===== config.mk =====
export PLATFORM = sky130hd
export DESIGN_NAME = serial_adder_dfa_flat
export DESIGN_NICKNAME = d
export VERILOG_FILES = /design/src/rtl/serial_adder_dfa_if.sv /design/src/rtl/serial_adder_dfa.sv /design/src/flat_wrapper.sv
export SDC_FILE = /design/constraint.sdc
export NUM_CORES = 1
export LEC_CHECK = 0
export ABC_CLOCK_PERIOD_IN_PS = 1510
export CAP_MARGIN = 0
export CORE_ASPECT_RATIO = 1.2
export CORE_MARGIN = 5
export CORE_UTILIZATION = 46
export CTS_CLUSTER_SIZE = 28
export DETAILED_ROUTE_END_ITERATION = 8
export GPL_TIMING_DRIVEN = 0
export MAX_ROUTING_LAYER = met4
export PLACE_DENSITY = 0.84
export SYNTH_ARGS = -nofsm -noshare
export SYNTH_HDL_FRONTEND = slang
export SYNTH_SLANG_ARGS = --single-unit
export TNS_END_PERCENT = 10

===== constraint.sdc =====
create_clock -name clk -period 1.51 [get_ports clk]
set_clock_uncertainty 0.15 [all_clocks]
set_input_delay 0.2265 -clock clk [delete_from_list [all_inputs] [get_ports clk]]
set_output_delay 0.2265 -clock clk [all_outputs]
set_load 0.05 [all_outputs]

===== src/rtl/serial_adder_dfa_if.sv =====
// Operand/result bundle for the bit-serial adder/subtractor.
// The master issues operations, the slave (the adder) returns results.
interface serial_adder_dfa_if #(
    parameter int WIDTH = 8
);
    logic             start;
    logic [WIDTH-1:0] a;
    logic [WIDTH-1:0] b;
    logic             sub;
    logic             busy;
    logic             done;
    logic [WIDTH-1:0] s;
    logic             c;
    logic             ovf;

    modport master (
        output start, a, b, sub,
        input  busy, done, s, c, ovf
    );

    modport slave (
        input  start, a, b, sub,
        output busy, done, s, c, ovf
    );
endinterface


===== src/rtl/serial_adder_dfa.sv =====
// Bit-serial adder/subtractor: one full-adder cell plus a carry DFA,
// LSB first, one bit per clock, result presented with a done pulse.
module serial_adder_dfa #(
    parameter int WIDTH = 8
) (
    input logic              clk,
    input logic              rst_n,
    serial_adder_dfa_if.slave bus
);
    localparam int CW = $clog2(WIDTH);
    localparam logic [CW-1:0] LAST = CW'(WIDTH - 1);
    localparam logic [CW-1:0] PRE  = CW'(WIDTH - 2);

    typedef enum logic [1:0] {
        IDLE = 2'd0,
        RUN  = 2'd1,
        DONE = 2'd2
    } state_t;

    state_t           state;
    logic [WIDTH-1:0] sa_q;
    logic [WIDTH-1:0] sb_q;
    logic [WIDTH-1:0] w_q;
    logic [WIDTH-1:0] s_q;
    logic [CW-1:0]    cnt_q;
    logic             cy_q;
    logic             cmsb_q;
    logic             c_q;
    logic             ovf_q;
    logic             busy_q;
    logic             done_q;

    logic             accept;
    logic             sum_bit;
    logic             cy_nxt;
    logic [WIDTH-1:0] w_nxt;

    // A request is only taken when no operation is in flight.
    assign accept = bus.start && (state == IDLE || state == DONE);

    // Full-adder cell on the current LSBs and the carry state.
    assign sum_bit = sa_q[0] ^ sb_q[0] ^ cy_q;
    assign cy_nxt  = (sa_q[0] & sb_q[0])
                   | (sa_q[0] & cy_q)
                   | (sb_q[0] & cy_q);
    assign w_nxt   = {sum_bit, w_q[WIDTH-1:1]};

    // Carry DFA, operand shifters and result registers.
    always_ff @(posedge clk or negedge rst_n) begin
        if (!rst_n) begin
            state  <= IDLE;
            sa_q   <= '0;
            sb_q   <= '0;
            w_q    <= '0;
            s_q    <= '0;
            cnt_q  <= '0;
            cy_q   <= 1'b0;
            cmsb_q <= 1'b0;
            c_q    <= 1'b0;
            ovf_q  <= 1'b0;
            busy_q <= 1'b0;
            done_q <= 1'b0;
        end else begin
            done_q <= 1'b0;
            if (accept) begin
                // Subtraction is A + ~B + 1: invert B, seed carry with 1.
                sa_q   <= bus.a;
                sb_q   <= bus.sub ? ~bus.b : bus.b;
                cy_q   <= bus.sub;
                cnt_q  <= '0;
                busy_q <= 1'b1;
                state  <= RUN;
            end else begin
                unique case (state)
                    IDLE: begin
                        state <= IDLE;
                    end
                    RUN: begin
                        sa_q  <= sa_q >> 1;
                        sb_q  <= sb_q >> 1;
                        w_q   <= w_nxt;
                        cy_q  <= cy_nxt;
                        cnt_q <= cnt_q + CW'(1);
                        // Carry leaving bit WIDTH-2 is the carry into the MSB.
                        if (cnt_q == PRE) begin
                            cmsb_q <= cy_nxt;
                        end
                        if (cnt_q == LAST) begin
                            s_q    <= w_nxt;
                            c_q    <= cy_nxt;
                            ovf_q  <= cmsb_q ^ cy_nxt;
                            busy_q <= 1'b0;
                            done_q <= 1'b1;
                            state  <= DONE;
                        end
                    end
                    DONE: begin
                        state <= IDLE;
                    end
                    default: begin
                        state <= IDLE;
                    end
                endcase
            end
        end
    end

    assign bus.busy = busy_q;
    assign bus.done = done_q;
    assign bus.s    = s_q;
    assign bus.c    = c_q;
    assign bus.ovf  = ovf_q;
endmodule


===== src/flat_wrapper.sv =====
// flat-port wrapper written by rule: the top's interface ports become plain ports
module serial_adder_dfa_flat 
#(
    parameter int WIDTH = 8
)
  (clk, rst_n, bus_start, bus_a, bus_b, bus_sub, bus_busy, bus_done, bus_s, bus_c, bus_ovf);
  serial_adder_dfa_if #(.WIDTH(WIDTH)) bus_i ();
  input logic clk;
  input logic rst_n;
  input wire logic [$bits(bus_i.start)-1:0] bus_start;
  input wire logic [$bits(bus_i.a)-1:0] bus_a;
  input wire logic [$bits(bus_i.b)-1:0] bus_b;
  input wire logic [$bits(bus_i.sub)-1:0] bus_sub;
  output wire logic [$bits(bus_i.busy)-1:0] bus_busy;
  output wire logic [$bits(bus_i.done)-1:0] bus_done;
  output wire logic [$bits(bus_i.s)-1:0] bus_s;
  output wire logic [$bits(bus_i.c)-1:0] bus_c;
  output wire logic [$bits(bus_i.ovf)-1:0] bus_ovf;
  assign bus_i.start = bus_start;
  assign bus_i.a = bus_a;
  assign bus_i.b = bus_b;
  assign bus_i.sub = bus_sub;
  assign bus_busy = bus_i.busy;
  assign bus_done = bus_i.done;
  assign bus_s = bus_i.s;
  assign bus_c = bus_i.c;
  assign bus_ovf = bus_i.ovf;
  serial_adder_dfa #(.WIDTH(WIDTH)) u_core (.clk(clk), .rst_n(rst_n), .bus(bus_i));
endmodule

==> run metrics <==
Post-Syn Instances 168; first-pass GRT wire length 6200 um; # diodes 0; post-synthesis average cell area about 11 um^2; count leader, synth nand2_1; Max stage delay on crit path around 0.4 ns; Main synth FF type dfrtp_1; later-pin clock latency in the skew report 0.29 ns; minimum clock period between 1.5 and 2 ns; Max Freq 634 MHz; top cell type's share of synthesized area 57.8%; Worst-path clk slew roughly 0.08 ns; number of synthesized flops with an enable pin 0; Tcrit/Tclk final 104%; worst relative slew slack 62.8%; Vias 1,324; I/O Pins 32; #FFs+latches synth 42; P_leak around 1.1 nW; DP Area ~0.0022 mm^2; vias per cell ~5; failing checks setup timing; CP required about 1.5 ns; Area growth, synth to finish 31.9%; Reg-to-Reg Start u_core.cnt_q[0]; vias in the first global route 1,351; unique cell type count in the Yosys netlist 27; # clock sinks 42; final hold violations 0; asr flop ratio synth 100%; wire per inst 13.7 um; fin cells 265; worst setup path category reg2reg; total wire length between 3000 and 4000 um; initial antenna violation count 0; Ys Warns 0; Final ANT Viol Nets 0; # setup viols final 6; Nets ~230; top area cells in the synthesized netlist dfrtp_1, nand2_1, mux2_2; Slew @ Worst Pin ~0.56 ns; pre-CTS WS -0.214 ns; list of most frequent post-synthesis cells nand2_1, dfrtp_1, nor2_1; max_cap viols 0; DRC violations left 0; Reg2Reg Setup Slack -0.07 ns; RSZ-0062 raised after global routing true; share of cells above drive strength 1 between 20% and 30%; GRT overflow 0; CTS tree done; sequential fraction of the synthesis area between 50% and 60%; Clock Path Buffers 2; H-tree levels 2; gpl congestion ~0.82; core footprint slightly below 0.004 mm^2; outcome finished with violations; Starting DRT DRC Count roughly 110; Mapped Area 0.00182 mm^2; placed insts around 250; Slew Limit Fails 0; CP startpoint u_core.cnt_q[0]; # port buffers 30; Final WS setup -0.0665 ns; FF-to-FF path depth 5; hold_ws about 0.2 ns; syn_nets 192; CTS buffer count 5; PwrDens approximately 2200 mW/mm^2; WHS Path Cells 3; Setup crit end u_core.bus.s[4]; Die Y between 70 and 80 um; worst r2r dst u_core.bus.s[4]; Crit. End Element flip-flop; initial core utilization 46.9%; row count 25; cell taking the most area after synthesis dfrtp_1; setup_tns -0.319 ns; arrival time at the worst endpoint approximately 1.6 ns; fin area 0.00240 mm^2; Die W between 60 and 70 um; pin count of the biggest net entering global routing 43; worst vdd ir ~0.00092 V; CP Max Fanout 7; CP Cell Sequence ha_2 -> ha_4 -> nand3b_4 -> buf_8 -> mux2_4; root buffer cell clkbuf_8; DP Wirelength between 2000 and 3000 um; Slowest cell on crit path dfrtp_1; crit path launch type flip-flop; Initial DRT Pass Iterations 4; total die area roughly 0.0053 mm^2; Worst Hold Class in2reg; GRT Util Overall between 10% and 20%
-- critical path: cells and delay by family, from the launching register on --
kind / cells / cell delay (ns)
AND/OR/NAND/NOR: 1 / 0.11
adder cells (fa/ha/maj): 2 / 0.36
buffers and inverters: 1 / 0.14
multiplexers: 1 / 0.30
flip-flops: 1 / 0.40
-- worst min-delay path by stage --
stage	startpoint	end	slack (ns)
global route	bus_sub	u_core.cy_q	0.25
detailed placement	rst_n	u_core.bus.s[0]	0.25
global placement	u_core.w_q[1]	u_core.w_q[1]	0.31
floorplan	rst_n	u_core.bus.busy	-0.22
CTS	bus_sub	u_core.cy_q	0.20
finish	bus_sub	u_core.cy_q	0.21
-- kinds of logic after synthesis --
group,share of synthesized area (%)
AO/OA/AOI/OAI,8.60
XOR/XNOR,4.34
AND/OR/NAND/NOR,15.9
flip-flops,57.8
buffers and inverters,3.99
multiplexers,6.19
adder cells (fa/ha/maj),3.17
-- metal layers --
layer | up-vias | wire (um) | track usage (%)
li1 | 643 | - | -
met1 | 640 | 1540 | 18.2
met2 | 34 | 1870 | 27.4
met3 | 7 | 177 | 3.11
met4 | 0 | 48 | 4.26
met5 | - | 0 | -
-- cell usage in the layout, fill, tap and decap left out, types with 2 or more instances in the layout --
cell             netlist  final
mux2_4                 0      6
o22ai_1                2      2
clkbuf_8               0      5
o21ai_0                3      2
a221o_1                3      3
clkdlybuf4s50_1        0     17
xor2_1                 5      5
nand2b_1               2      2
nor3_1                 2      2
inv_1                  3      3
dfrtp_1               42     41
nand3_1                3      3
clkbuf_2               0      2
a31oi_1                9      9
clkdlybuf4s15_2        0     11
a22o_1                 3      3
mux2_2                 9      4
xnor2_1                4      4
nor2_1                14     14
buf_4                  3      7
nand2_1               43     42
buf_2                  4      3
-- final cells by class --
class	instances	area, um^2
fillers	326	1480
flip-flops and latches	42	1050
multi-input cells	113	752
repair buffers	35	352
plain buffers	10	73.8
clock buffers	5	68.8
well taps	54	67.6
clock inverters	3	21.3
inverters	3	11.3
-- flip-flops by register name, indices dropped and copies added, names as in the netlist --
signal,count
u_core.bus.s,8
u_core.sa_q,8
u_core.sb_q,8
u_core.w_q,7
u_core.cnt_q,3
u_core.state,2
u_core.bus.busy,1
u_core.bus.c,1
u_core.bus.done,1
u_core.bus.ovf,1
u_core.cmsb_q,1
u_core.cy_q,1
-- what timing repair did --
| item | 4_1_cts | 5_1_grt |
|---|---|---|
| gates resized for setup | 39 | 11 |
| endpoints found under the setup margin | 25 | 66 |
| setup buffers | 4 | 0 |
| pin swaps | 0 | 0 |
| endpoints found under the hold margin | 42 | 0 |
| hold buffers | 1 | 0 |
-- report_power, final --
group | total (mW) | switching [mW] | leakage, nW | internal (mW)
registers | 2.00 | 0.338 | 0.515 | 1.66
logic | 2.51 | 1.43 | 0.565 | 1.08
clock network | 0.709 | 0.384 | 0.0441 | 0.325
total | 5.22 | 2.16 | 1.12 | 3.06
-- metrics by stage --
step                      util, %  power [mW]
after floorplan                 -        3.72
after global placement       57.5        4.34
after detailed placement     57.3        4.44
after CTS                    61.2        5.18
after global routing         61.8        5.57
final                        61.8        5.22
No activity file was read; power rests on OpenSTA's default activity.
